[src/rtl/sin_sweep_ctrl_pkg.sv]
// sin_ctrl_pkg: shared widths and FSM state encoding for the sine sweep sequencer
package sin_ctrl_pkg;

    localparam int PHASE_W = 16;
    localparam int ADDR_W  = 8;
    localparam int DATA_W  = 8;
    localparam int CNT_W   = 16;
    localparam int DIV_W   = 8;

    typedef enum logic [1:0] {
        IDLE  = 2'd0,
        RUN   = 2'd1,
        DRAIN = 2'd2
    } state_t;

endpackage

[src/rtl/sin_sweep_ctrl_if.sv]
// sin_sweep_ctrl_if: control, table and sample-stream signals of the sweep sequencer
interface sin_sweep_ctrl_if;
    import sin_ctrl_pkg::*;

    logic               start;
    logic               stop;
    logic [PHASE_W-1:0] phase_init;
    logic [PHASE_W-1:0] tune;
    logic [DIV_W-1:0]   div;
    logic [CNT_W-1:0]   count;
    logic               tbl_rd;
    logic [ADDR_W-1:0]  tbl_addr;
    logic [DATA_W-1:0]  tbl_data;
    logic [DATA_W-1:0]  sample;
    logic               sample_valid;
    logic               busy;
    logic               done;

    modport master (
        output start, stop, phase_init, tune, div, count, tbl_data,
        input  tbl_rd, tbl_addr, sample, sample_valid, busy, done
    );

    modport slave (
        input  start, stop, phase_init, tune, div, count, tbl_data,
        output tbl_rd, tbl_addr, sample, sample_valid, busy, done
    );

endinterface

[src/rtl/sin_sweep_ctrl_phase_accum.sv]
// phase_accum: phase accumulator that can load a start phase and advance by tune in the same cycle
module phase_accum
    import sin_ctrl_pkg::*;
(
    input  logic               clk,
    input  logic               rst,
    input  logic               load,
    input  logic [PHASE_W-1:0] init,
    input  logic               step,
    input  logic [PHASE_W-1:0] tune,
    output logic [PHASE_W-1:0] phase
);

    logic [PHASE_W-1:0] phase_q;
    logic [PHASE_W-1:0] base;

    assign base  = load ? init : phase_q;
    assign phase = phase_q;

    // Load replaces the accumulator, step adds tune with silent modulo wrap
    always_ff @(posedge clk or posedge rst) begin
        if (rst)
            phase_q <= '0;
        else if (load || step)
            phase_q <= base + (step ? tune : '0);
    end

endmodule

[src/rtl/sin_sweep_ctrl.sv]
// sin_sweep_ctrl: DDS sequencer issuing sine-table reads and registering the returned samples
module sin_sweep_ctrl
    import sin_ctrl_pkg::*;
(
    input  logic            clk,
    input  logic            rst,
    sin_sweep_ctrl_if.slave bus
);

    state_t             state_q, state_d;
    logic [PHASE_W-1:0] tune_q;
    logic [PHASE_W-1:0] tune_sel;
    logic [PHASE_W-1:0] phase;
    logic [DIV_W-1:0]   div_q;
    logic [DIV_W-1:0]   div_cnt_q;
    logic [CNT_W-1:0]   count_q;
    logic [CNT_W-1:0]   issued_q;
    logic [ADDR_W-1:0]  tbl_addr_q;
    logic [DATA_W-1:0]  sample_q;
    logic               tbl_rd_q;
    logic               rd_d1_q;
    logic               sample_valid_q;
    logic               busy_q;
    logic               done_q;
    logic               accept;
    logic               finish;
    logic               issue;
    logic               unused_phase_lsb;

    // Reads are decided one edge early so tbl_rd is registered; the start edge issues the first read
    assign accept   = (state_q == IDLE) && bus.start;
    assign finish   = (state_q == RUN) && (bus.stop || (count_q != '0 && issued_q == count_q));
    assign issue    = accept || ((state_q == RUN) && !finish && div_cnt_q == '0);
    assign tune_sel = accept ? bus.tune : tune_q;

    assign unused_phase_lsb = ^phase[PHASE_W-ADDR_W-1:0];

    phase_accum u_phase (
        .clk   (clk),
        .rst   (rst),
        .load  (accept),
        .init  (bus.phase_init),
        .step  (issue),
        .tune  (tune_sel),
        .phase (phase)
    );

    // Next state: start only from IDLE, stop or final read ends RUN, DRAIN is a single cycle
    always_comb
        state_d = accept ? RUN : finish ? DRAIN : (state_q == DRAIN) ? IDLE : state_q;

    // FSM state, sweep parameters, divider, issued-counter and registered table strobes
    always_ff @(posedge clk or posedge rst) begin
        if (rst) begin
            state_q    <= IDLE;
            tune_q     <= '0;
            div_q      <= '0;
            count_q    <= '0;
            div_cnt_q  <= '0;
            issued_q   <= '0;
            tbl_rd_q   <= 1'b0;
            tbl_addr_q <= '0;
            busy_q     <= 1'b0;
            done_q     <= 1'b0;
        end else begin
            state_q   <= state_d;
            busy_q    <= state_d != IDLE;
            done_q    <= state_q == DRAIN;
            tbl_rd_q  <= issue;
            issued_q  <= accept ? CNT_W'(1) : issue ? issued_q + CNT_W'(1) : issued_q;
            div_cnt_q <= accept ? bus.div
                       : issue ? div_q
                       : (state_q == RUN && div_cnt_q != '0) ? div_cnt_q - DIV_W'(1)
                       : div_cnt_q;
            if (accept) begin
                tune_q  <= bus.tune;
                div_q   <= bus.div;
                count_q <= bus.count;
            end
            if (issue)
                tbl_addr_q <= accept ? bus.phase_init[PHASE_W-1 -: ADDR_W] : phase[PHASE_W-1 -: ADDR_W];
        end
    end

    // Sample path: table data is valid the cycle after tbl_rd and is captured one edge later
    always_ff @(posedge clk or posedge rst) begin
        if (rst) begin
            rd_d1_q        <= 1'b0;
            sample_valid_q <= 1'b0;
            sample_q       <= '0;
        end else begin
            rd_d1_q        <= tbl_rd_q;
            sample_valid_q <= rd_d1_q;
            if (rd_d1_q)
                sample_q <= bus.tbl_data;
        end
    end

    assign bus.tbl_rd       = tbl_rd_q;
    assign bus.tbl_addr     = tbl_addr_q;
    assign bus.sample       = sample_q;
    assign bus.sample_valid = sample_valid_q;
    assign bus.busy         = busy_q;
    assign bus.done         = done_q;

endmodule

[src/flat_wrapper.sv]
// flat-port wrapper written by rule: the top's interface ports become plain ports
module sin_sweep_ctrl_flat import sin_ctrl_pkg::*;
  (clk, rst, bus_start, bus_stop, bus_phase_init, bus_tune, bus_div, bus_count, bus_tbl_data, bus_tbl_rd, bus_tbl_addr, bus_sample, bus_sample_valid, bus_busy, bus_done);
  sin_sweep_ctrl_if bus_i ();
  input  logic clk;
  input  logic rst;
  input wire logic [$bits(bus_i.start)-1:0] bus_start;
  input wire logic [$bits(bus_i.stop)-1:0] bus_stop;
  input wire logic [$bits(bus_i.phase_init)-1:0] bus_phase_init;
  input wire logic [$bits(bus_i.tune)-1:0] bus_tune;
  input wire logic [$bits(bus_i.div)-1:0] bus_div;
  input wire logic [$bits(bus_i.count)-1:0] bus_count;
  input wire logic [$bits(bus_i.tbl_data)-1:0] bus_tbl_data;
  output wire logic [$bits(bus_i.tbl_rd)-1:0] bus_tbl_rd;
  output wire logic [$bits(bus_i.tbl_addr)-1:0] bus_tbl_addr;
  output wire logic [$bits(bus_i.sample)-1:0] bus_sample;
  output wire logic [$bits(bus_i.sample_valid)-1:0] bus_sample_valid;
  output wire logic [$bits(bus_i.busy)-1:0] bus_busy;
  output wire logic [$bits(bus_i.done)-1:0] bus_done;
  assign bus_i.start = bus_start;
  assign bus_i.stop = bus_stop;
  assign bus_i.phase_init = bus_phase_init;
  assign bus_i.tune = bus_tune;
  assign bus_i.div = bus_div;
  assign bus_i.count = bus_count;
  assign bus_i.tbl_data = bus_tbl_data;
  assign bus_tbl_rd = bus_i.tbl_rd;
  assign bus_tbl_addr = bus_i.tbl_addr;
  assign bus_sample = bus_i.sample;
  assign bus_sample_valid = bus_i.sample_valid;
  assign bus_busy = bus_i.busy;
  assign bus_done = bus_i.done;
  sin_sweep_ctrl u_core (.clk(clk), .rst(rst), .bus(bus_i));
endmodule
[config.mk]
export PLATFORM = sky130hd
export DESIGN_NAME = sin_sweep_ctrl_flat
export DESIGN_NICKNAME = d
export VERILOG_FILES = /design/src/rtl/sin_sweep_ctrl_pkg.sv /design/src/rtl/sin_sweep_ctrl_if.sv /design/src/rtl/sin_sweep_ctrl_phase_accum.sv /design/src/rtl/sin_sweep_ctrl.sv /design/src/flat_wrapper.sv
export SDC_FILE = /design/constraint.sdc
export NUM_CORES = 1
export LEC_CHECK = 0
export ABC_AREA = 0
export CORE_MARGIN = 5
export CORE_UTILIZATION = 45
export CTS_BUF_LIST = sky130_fd_sc_hd__clkbuf_2 sky130_fd_sc_hd__clkbuf_4 sky130_fd_sc_hd__clkbuf_8
export DETAILED_ROUTE_END_ITERATION = 6
export GPL_TIMING_DRIVEN = 1
export MAX_ROUTING_LAYER = met4
export PLACE_DENSITY = 0.71
export REMOVE_ABC_BUFFERS = 1
export SYNTH_ARGS = -nofsm -noshare
export SYNTH_HDL_FRONTEND = slang
export SYNTH_HIERARCHICAL = 1
export SYNTH_SLANG_ARGS = --single-unit
[constraint.sdc]
create_clock -name clk -period 3.62 [get_ports clk]
set_input_delay 0.724 -clock clk [delete_from_list [all_inputs] [get_ports clk]]
set_output_delay 0.724 -clock clk [all_outputs]
set_load 0.01 [all_outputs]
==> flow_summary.yaml, run 1 <==
sta:
  max_freq_mhz: 288
  max_slew_violation_total_from_the_final_report: 0
  slew_headroom_pct: 46.0
  worst-slew-pin-transition_ps: 809
  tns_ps: 0
  finalSetupViolCount: 0
  worst_setup_slack_final_ps: 151
  whs_ps: 390
  finalHoldViolations: 0
  clock_skew_ps: 10.2
  grt_setup_unrepaired: "yes"
  period_minus_slack_ps: 3470
  final.period_utilization_pct: 95.8
synthesis:
  synth_fa_ha_area_share_pct: 4.26
  synth_seq_cells: 103
  synth_compound_area_share_pct: 11.8
  synth_top_family_by_area: "simple AND/OR/NAND/NOR gates"
  synth_cell_type_count: 63
  synth_sequential_area_ratio_pct: 44.7
  yosys.area_share.simple_pct: 22.7
  syn_inst: 613
  ys_warn_count: 6
  synth_xor_xnor_area_share_pct: 5.32
  synth-edff-count: 0
  asyncSetResetFlopFracSynth_pct: 100
  synth_mux_area_share_pct: 7.84
  synth.cell_area_um2: 5760
  synthFlopType: "dfrtp_1"
  post_synthesis_area_per_instance_um2: 9.40
worst_hold_path:
  hp-start: "u_core/bus.tbl_rd"
  whs_path_depth: 0
  min-delay-path-class: "flip-flop to flip-flop"
cts:
  cts_htree_levels: 3
  cts_max_path_buffers: 2
  root_buffer: "clkbuf_8"
  hold_buffers: 0
  cts_tree: "done"
  cts_sinks: 103
  cts-buffers-inserted: 9
  clkTransAtPathRegs_ps: 100
  clock_latency_late_sink_ps: 380
floorplan:
  die_w_um: 123
  core.rowCount: 41
  io_pins: 88
  initial_utilization_pct: 45.8
  floorplan.die.height_um: 123
  dieArea_um2: 15200
  core_area_um2: 12600
global_routing:
  grt_pass1_wl_um: 23700
  grt_pass1_vias: 4935
  tot_gr_track_use_pct: 20.1
  grt.overflow.total: 0
  antenna_violations_before_repair: 0
  pin_count_of_the_biggest_net_entering_global_routing: 46
worst_setup_path:
  worst_setup_path_startpoint: "u_core/issued_q[9]"
  critPathCapture: "u_core/u_phase/phase[10]"
  setup_crit_end_kind: "flip-flop"
  worst_r2r_path_depth: 15
  critical_path.max_fanout: 5
  critical_path_class: "flip-flop to flip-flop"
  worst_r2r_endpoint: "u_core/u_phase/phase[10]"
  crit_arrival_ps: 3740
  critical_path_startpoint_category: "flip-flop"
  ff2ff_setup_slack_ps: 150
  worst-endpoint-required_ps: 3890
  worstReg2RegStart: "u_core/issued_q[9]"
placed_design:
  placed_cell_area_um2: 7090
  gp_congestion: 0.917
  minimum_setup_slack_after_placement_ps: -138
  post-dp-hpwl_um: 10500
  post-place-cells: 893
  io_buffers: 87
flow_run:
  max_cap_violations: 0
layout:
  n_antenna_cell: 0
  fraction_of_layout_cells_with_a_size_suffix_above_1_pct: 17.9
  area_growth_syn_to_layout_pct: 28.1
  most_frequent_standard_cell_in_the_layout_excluding_fill_and_tap_cells: "nand2_1"
  postLayoutCellArea_um2: 7380
  top_library_cells_by_usage_in_the_layout_fill_and_taps_aside: "nand2_1, dfrtp_1, clkdlybuf4s50_1"
  filler_cell_count: 1112
  nets: 826
  final_util_pct: 58.7
  post_layout_nonfiller_instances: 916
routing:
  drt_iter0_markers: 378
  drt.antenna.violating_nets: 0
  routed_via_density: 5.29
  drc: 0
  routed-via-count: 4847
  avgRoutedWirePerCell_um: 15.4
  drtPass1Iterations: 5
  detail_route.wirelength_um: 14100
power_and_ir_drop:
  post-layout-total-power_mw: 4.94
  worst_ir_drop_vdd_mv: 0.227
  p_leak_nw: 3.39
  power.density_cell_area_nw_per_um2: 669
outcome:
  run_status: "complete, no violations"
==> kinds of logic (layout without fill, tap and decap cells) <==
| logic type | count (synthesis) | in the layout |
|---|---|---|
| and+or+nand+nor | 267 | 267 |
| muxes | 41 | 41 |
| AOI/OAI and AO/OA | 107 | 107 |
| xor gates and xnor gates | 35 | 35 |
| DFF | 103 | 103 |
| buffers and inverters | 41 | 172 |
| adders and majority gates | 19 | 19 |
==> what timing repair did <==
action,in CTS,in global routing
setup endpoints to repair,0,10
buffers inserted,0,7
resized for setup,0,16
endpoints found under the hold margin,0,0
==> power breakdown <==
part	internal, mW	switching [mW]	total (mW)	leakage [nW]
Sequential	1.59	0.313	1.91	1.30
Clock	0.256	0.396	0.651	0.0896
Combinational	1.19	1.19	2.38	2.00
==> synth_stat cells, types with 3 or more instances <==
| cell | number | area [um^2] |
|---|---|---|
| nand2_1 | 161 | 604 |
| a21oi_1 | 26 | 130 |
| xnor2_1 | 12 | 105 |
| o31ai_1 | 8 | 60.1 |
| o211ai_1 | 5 | 37.5 |
| ha_1 | 18 | 225 |
| and3_1 | 9 | 56.3 |
| dfrtp_1 | 103 | 2580 |
| o21ai_0 | 35 | 175 |
| nor2_1 | 15 | 56.3 |
| mux2_2 | 25 | 282 |
| or4_1 | 8 | 60.1 |
| a21o_1 | 5 | 37.5 |
| nor3_2 | 5 | 50.1 |
| a31oi_1 | 3 | 18.8 |
| nor3_1 | 4 | 20.0 |
| nand3_1 | 11 | 55.1 |
| inv_1 | 14 | 52.6 |
| and2_1 | 16 | 100 |
| mux2i_1 | 14 | 140 |
| nor4_1 | 12 | 75.1 |
| buf_6 | 3 | 33.8 |
| clkbuf_1 | 19 | 71.3 |
| nand4_1 | 7 | 43.8 |
| xor2_1 | 23 | 201 |
==> area by class of cell <==
cell class | instances | area, um^2 | share of cell area [%]
Multi-Input combinational cell | 469 | 3070 | 41.6
Tap cell | 172 | 215 | 2.92
Clock buffer | 10 | 131 | 1.78
Inverter | 14 | 53.8 | 0.729
Timing Repair Buffer | 142 | 1300 | 17.6
Sequential cell | 103 | 2580 | 34.9
Clock inverter | 6 | 36.3 | 0.492
==> worst max-delay path, stage by stage (launching register included) <==
cell and delay [ps]:
dfrtp_1 450, xor2_1 180, nor4_1 330, nand3_2 180
o21ai_4 240, nand2_2 120, and2_1 180, ha_1 240
fa_1 410, a21oi_2 160, nand4b_1 150, a21oi_1 90
nor3_2 280, buf_4 160, xor2_1 130, o21ai_0 80
==> per-layer routing <==
metal | up-vias | part of all wire (%) | global-route usage (%)
li1 | 2388 | - | -
met2 | 102 | 51 | 33.8
met4 | 0 | 0.94 | 3.94
met1 | 2346 | 44 | 25.2
met5 | - | 0 | -
met3 | 11 | 4.5 | 4.25
==> registers in the layout (all words and copies together) (netlist names) <==
| signal | count |
|---|---|
| u_core/issued_q | 16 |
| u_core/bus.done | 1 |
| u_core/bus.sample | 8 |
| u_core/div_cnt_q | 8 |
| u_core/bus.sample_valid | 1 |
| u_core/bus.tbl_rd | 1 |
| u_core/count_q | 16 |
| u_core/rd_d1_q | 1 |
| u_core/div_q | 8 |
| u_core/u_phase/phase | 16 |
| u_core/tune_q | 16 |
| u_core/bus.tbl_addr | 8 |
| u_core/state_q | 2 |
| u_core/bus.busy | 1 |
==> worst min path at each step <==
stage / end
3_3_place_gp: u_core/rd_d1_q
5_1_grt: u_core/rd_d1_q
4_1_cts: u_core/rd_d1_q
2_1_floorplan: u_core/rd_d1_q
3_5_place_dp: u_core/rd_d1_q
6_report: u_core/rd_d1_q
No activity file was read; power rests on OpenSTA's default activity.
==> inputs of run 2 (changes only) <==
--- a/config.mk
+++ b/config.mk
@@ -8,7 +8,6 @@
 export ABC_AREA = 0
 export CORE_MARGIN = 5
 export CORE_UTILIZATION = 45
-export CTS_BUF_LIST = sky130_fd_sc_hd__clkbuf_2 sky130_fd_sc_hd__clkbuf_4 sky130_fd_sc_hd__clkbuf_8
 export DETAILED_ROUTE_END_ITERATION = 6
 export GPL_TIMING_DRIVEN = 1
 export MAX_ROUTING_LAYER = met4
==> run 2 against run 1 <==
Against the previous run: non-clock buffer count is 2 lower; highest routed layer unchanged; flip-flop and latch count unchanged; clock-buffer cell count unchanged; first-iteration DRC count decreased by 17%; sequential power hardly changed; critical path type unchanged; clock skew fell by 1.9 ps; wire length up 0.26%.
==> flow_summary.yaml, run 2 (synthesized netlist as in run 1, its figures left out) <==
layout:
  area_growth_syn_to_layout_pct: 29.6
  nets: 824
  most_frequent_standard_cell_in_the_layout_excluding_fill_and_tap_cells: "nand2_1"
  n_antenna_cell: 0
  postLayoutCellArea_um2: 7460
  top_library_cells_by_usage_in_the_layout_fill_and_taps_aside: "nand2_1, dfrtp_1, clkdlybuf4s50_1"
  post_layout_nonfiller_instances: 914
  final_util_pct: 59.4
  fraction_of_layout_cells_with_a_size_suffix_above_1_pct: 17.7
sta:
  period_minus_slack_ps: 3530
  max_slew_violation_total_from_the_final_report: 0
  whs_ps: 382
  max_freq_mhz: 283
  worst-slew-pin-transition_ps: 806
  worst_setup_slack_final_ps: 89.3
  tns_ps: 0
  slew_headroom_pct: 46.2
  finalSetupViolCount: 0
  final.period_utilization_pct: 97.5
  finalHoldViolations: 0
  clock_skew_ps: 8.36
global_routing:
  grt_pass1_vias: 4987
  grt.overflow.total: 0
  pin_count_of_the_biggest_net_entering_global_routing: 46
  grt_pass1_wl_um: 23900
  tot_gr_track_use_pct: 20.3
  antenna_violations_before_repair: 0
routing:
  drt.antenna.violating_nets: 0
  routed_via_density: 5.31
  drc: 0
  routed-via-count: 4855
  drtPass1Iterations: 5
  drt_iter0_markers: 314
  detail_route.wirelength_um: 14200
  avgRoutedWirePerCell_um: 15.5
placed_design:
  placed_cell_area_um2: 7090
  post-place-cells: 893
  gp_congestion: 0.917
  io_buffers: 87
  post-dp-hpwl_um: 10500
  minimum_setup_slack_after_placement_ps: -138
worst_setup_path:
  setup_crit_end_kind: "flip-flop"
  worst-endpoint-required_ps: 3850
  crit_arrival_ps: 3760
  critical_path.max_fanout: 6
  critical_path_startpoint_category: "flip-flop"
  critical_path_class: "flip-flop to flip-flop"
cts:
  root_buffer: "clkbuf_16"
  cts_max_path_buffers: 2
  clkTransAtPathRegs_ps: 70
  clock_latency_late_sink_ps: 350
  cts_sinks: 103
  cts_tree: "done"
  cts_htree_levels: 3
  cts-buffers-inserted: 9
worst_hold_path:
  min-delay-path-class: "flip-flop to flip-flop"
power_and_ir_drop:
  post-layout-total-power_mw: 5.18
  p_leak_nw: 3.42
  power.density_cell_area_nw_per_um2: 694
  worst_ir_drop_vdd_mv: 0.294
floorplan:
  io_pins: 88
  core_area_um2: 12600
  initial_utilization_pct: 45.8
  floorplan.die.height_um: 123
  core.rowCount: 41
  die_w_um: 123
  dieArea_um2: 15200
flow_run:
  max_cap_violations: 0
outcome:
  run_status: "complete, no violations"
run 2: power breakdown:
group | internal, mW | switching (mW) | total (mW)
combinational | 1.19 | 1.19 | 2.37
clock | 0.464 | 0.430 | 0.894
sequential | 1.60 | 0.315 | 1.91
run 2: final timing paths:
path                                    start                       end  slack (ps)  cells past startpoint
max                        u_core/issued_q[8]  u_core/u_phase/phase[10]          90                     15
min                         u_core/bus.tbl_rd            u_core/rd_d1_q         380                      0
max reg2reg                u_core/issued_q[8]  u_core/u_phase/phase[10]          90                     15
min reg2reg                 u_core/bus.tbl_rd            u_core/rd_d1_q         380                      0
max in group asynchronous                 rst        u_core/issued_q[2]        2070                      3
min in group asynchronous                 rst  u_core/u_phase/phase[10]         850                      2
run 2: cell type report:
type | count | area, um^2
clock buffer | 10 | 229
clock inverter | 6 | 36.3
fill | 1102 | 5100
inverter | 14 | 53.8
multi-input combinational | 469 | 3070
sequential | 103 | 2580
tap | 172 | 215
timing repair buffer | 140 | 1280
run 2: layer usage:
layer / up-vias / track usage [%] / routed length, um
met1: 2360 / 25.0 / 6210
met4: 0 / 3.94 / 154
li1: 2382 / - / -
met2: 99 / 34.3 / 7230
met5: - / - / 0
met3: 14 / 5.08 / 576
run 2: worst max-delay path, stage by stage, from the launching register on:
cell	delay, ps
dfrtp_1	450
xor2_1	200
nor4_2	320
nand3_2	180
o21ai_4	250
nand2_2	120
and2_1	180
ha_1	230
fa_1	410
a21oi_2	190
nand4b_1	160
a21oi_1	90
nor3_2	280
buf_4	160
xor2_1	130
o21ai_0	80
run 2: repair_timing:
action                     in CTS  in global routing
setup buffers                   0                  5
hold buffers                    0                  0
gates resized for setup         0                 17
setup endpoints to repair       0                 10
==> inputs of run 3 (changes only) <==
--- a/config.mk
+++ b/config.mk
@@ -11,9 +11,8 @@
 export DETAILED_ROUTE_END_ITERATION = 6
 export GPL_TIMING_DRIVEN = 1
 export MAX_ROUTING_LAYER = met4
-export PLACE_DENSITY = 0.71
+export PLACE_DENSITY = 0.72
 export REMOVE_ABC_BUFFERS = 1
 export SYNTH_ARGS = -nofsm -noshare
 export SYNTH_HDL_FRONTEND = slang
-export SYNTH_HIERARCHICAL = 1
 export SYNTH_SLANG_ARGS = --single-unit
==> run 3 against run 2 <==
Against the previous run: the flow now finishes with violations (negative setup slack); cell count increased by 3.2%; clock skew barely moved; combinational power rose by 21%; sequential share of layout area is 1.6 points lower; worst hold slack lost 3.9 ps; fmax is 5.7% lower; non-clock buffer count rose by 49; total power grew 11%; die area shrank 4.2%; critical path depth grew 3; worst setup slack got worse by 210 ps.
==> flow_summary.yaml, run 3 <==
outcome:
  violations: "negative setup slack"
  run_status: "finished, violations left"
layout:
  top_library_cells_by_usage_in_the_layout_fill_and_taps_aside: "nand2_1, dfrtp_1, buf_4"
  most_frequent_standard_cell_in_the_layout_excluding_fill_and_tap_cells: "nand2_1"
  fraction_of_layout_cells_with_a_size_suffix_above_1_pct: 23.9
  nets: 877
  n_antenna_cell: 0
  post_layout_nonfiller_instances: 943
  area_growth_syn_to_layout_pct: 42.1
  postLayoutCellArea_um2: 7820
  filler_cell_count: 933
  final_util_pct: 65.1
synthesis:
  synth.cell_area_um2: 5500
  ys_warn_count: 0
  synth_sequential_area_ratio_pct: 46.9
  yosysTopAreaCell: "dfrtp_1"
  synth_seq_cells: 103
  synth.cells.most_frequent: "nand2_1, dfrtp_1, a21oi_1, nor2_1, xor2_1"
  asyncSetResetFlopFracSynth_pct: 100
  post_synthesis_area_per_instance_um2: 8.93
  synth_cell_type_count: 55
  synth-edff-count: 0
  syn_inst: 616
  post-synth-top-area-fraction_pct: 46.9
  netlist_top_cells_area: "dfrtp_1, nand2_1, ha_1"
  most_frequently_used_cell_type_in_the_post_synthesis_netlist: "nand2_1"
  synthFlopType: "dfrtp_1"
placed_design:
  post-place-cells: 911
  minimum_setup_slack_after_placement_ps: -396
  io_buffers: 87
  placed_cell_area_um2: 7120
  gp_congestion: 0.941
  post-dp-hpwl_um: 10300
cts:
  clock_latency_late_sink_ps: 360
  root_buffer: "clkbuf_16"
  cts_htree_levels: 3
  cts_tree: "done"
  clkTransAtPathRegs_ps: 70
  cts_sinks: 103
  cts-buffers-inserted: 9
  cts_max_path_buffers: 2
sta:
  finalSetupViolCount: 4
  clock_skew_ps: 7.90
  worst_setup_slack_final_ps: -123
  grt_setup_unrepaired: "yes"
  max_slew_violation_total_from_the_final_report: 0
  final.period_utilization_pct: 103
  max_freq_mhz: 267
  worst-slew-pin-transition_ps: 1100
  finalHoldViolations: 0
  slew_headroom_pct: 26.2
  whs_ps: 378
  period_minus_slack_ps: 3740
worst_hold_path:
  min_to: "u_core.rd_d1_q"
  whs_path_depth: 0
  hp-start: "u_core.bus.tbl_rd"
  min-delay-path-class: "flip-flop to flip-flop"
global_routing:
  grt_pass1_wl_um: 23800
  pin_count_of_the_biggest_net_entering_global_routing: 58
  grt.overflow.total: 0
  tot_gr_track_use_pct: 20.9
  grt_pass1_vias: 5151
  antenna_violations_before_repair: 0
power_and_ir_drop:
  worst_ir_drop_vdd_mv: 0.349
  power.density_cell_area_nw_per_um2: 737
  p_leak_nw: 3.70
floorplan:
  io_pins: 88
  floorplan.die.height_um: 121
  initial_utilization_pct: 45.8
  core_area_um2: 12000
  die_w_um: 121
  dieArea_um2: 14500
  core.rowCount: 40
routing:
  detail_route.wirelength_um: 15100
  routed_via_density: 5.33
  drt.antenna.violating_nets: 0
  avgRoutedWirePerCell_um: 16.0
  routed-via-count: 5026
  drc: 0
  drt_iter0_markers: 317
  drtPass1Iterations: 4
worst_setup_path:
  crit_arrival_ps: 3980
  setup_crit_end_kind: "flip-flop"
  critical_path_class: "flip-flop to flip-flop"
  critical_path.max_fanout: 5
  worstReg2RegStart: "u_core.div_cnt_q[0]"
  worst_r2r_endpoint: "u_core.u_phase.phase[12]"
  worst-endpoint-required_ps: 3860
  ff2ff_setup_slack_ps: -120
  worst_r2r_path_depth: 18
  critical_path_startpoint_category: "flip-flop"
flow_run:
  max_cap_violations: 0
[run 3: cell count changes in the layout (fill, tap and decap cells not counted), sizes merged, moves of 5 or more]
cell | previous run | this run
a21oi | 28 | 36
and2 | 17 | 2
and3 | 9 | 2
buf | 53 | 102
inv | 14 | 19
mux2 | 27 | 16
mux2i | 14 | 7
nand2 | 162 | 192
nor2 | 15 | 36
o211ai | 5 | 10
o21ai | 38 | 16
o31ai | 9 | 4
or4 | 8 | 2
xnor2 | 12 | 19
[run 3: cells by family (layout without fill, tap and decap cells)]
logic type,Yosys count,count (layout),synth area share [%]
DFF,103,103,46.9
adders and majority gates,18,18,4.23
buffers and inverters,44,224,3.46
xor gates and xnor gates,43,43,6.85
AOI/OAI and AO/OA,94,94,10.8
and+or+nand+nor,291,291,23.2
muxes,23,23,4.55
[run 3: worst max-delay path by stage]
stage                                          end           startpoint  slack, ps
after global placement    u_core.u_phase.phase[15]            bus_start       -300
after CTS                 u_core.u_phase.phase[15]    u_core.count_q[3]          4
after global routing      u_core.u_phase.phase[12]  u_core.div_cnt_q[0]       -230
after floorplan           u_core.u_phase.phase[15]            bus_start      -5200
after detailed placement  u_core.u_phase.phase[15]            bus_start       -400
final                     u_core.u_phase.phase[12]  u_core.div_cnt_q[0]       -120
[run 3: final cells by class]
class / count / area (um^2) / share of cell area (%)
well taps: 147 / 184 / 2.35
flip-flops and latches: 103 / 2580 / 33.0
repair buffers: 189 / 1680 / 21.5
multi-input cells: 469 / 3010 / 38.6
clock buffers: 9 / 225 / 2.88
clock inverters: 7 / 63.8 / 0.817
inverters: 19 / 73.8 / 0.945
[run 3: metal layers]
layer / track usage (%) / vias up / share of wire, %
li1: - / 2438 / -
met1: 24.5 / 2429 / 41
met2: 35.7 / 126 / 53
met3: 4.35 / 33 / 4.5
met4: 7.44 / 0 / 2.0
met5: - / - / 0
[run 3: report_power, final]
group          total, mW  internal [mW]  leakage, nW  switching, mW
sequential          1.91           1.61         1.27          0.302
clock              0.975          0.531        0.149          0.443
combinational       2.87           1.45         2.28           1.43
total               5.76           3.59         3.70           2.17
[run 3: critical path: stages, from the launching register on]
cell	delay [ps]
dfrtp_1	400
inv_2	80
ha_4	120
or3b_4	390
nor3_4	180
and2_4	170
o211a_4	170
nor2_4	60
a21oi_2	100
ha_2	200
inv_2	50
fa_2	390
nor2b_2	150
o211ai_1	180
a21oi_2	220
o2111ai_2	190
a31oi_4	280
o2111a_1	220
a211oi_2	50
[run 3: repair_timing]
| item | 4_1_cts | 5_1_grt |
|---|---|---|
| hold buffers | 0 | 0 |
| gates resized for setup | 17 | 51 |
| endpoints found under the setup margin | 5 | 7 |
| gates cloned | 0 | 0 |
| hold endpoints to repair | 0 | 0 |
| pin swaps | 13 | 32 |
| setup buffers | 3 | 13 |
[run 3: through the flow]
| stage | TNS [ps] | power [mW] |
|---|---|---|
| CTS | 0 | 5.50 |
| detailed placement | -1610 | 4.44 |
| floorplan | -193580 | 3.31 |
| finish | -319 | 5.76 |
| global route | -1010 | 6.16 |
| global placement | -958 | 4.32 |
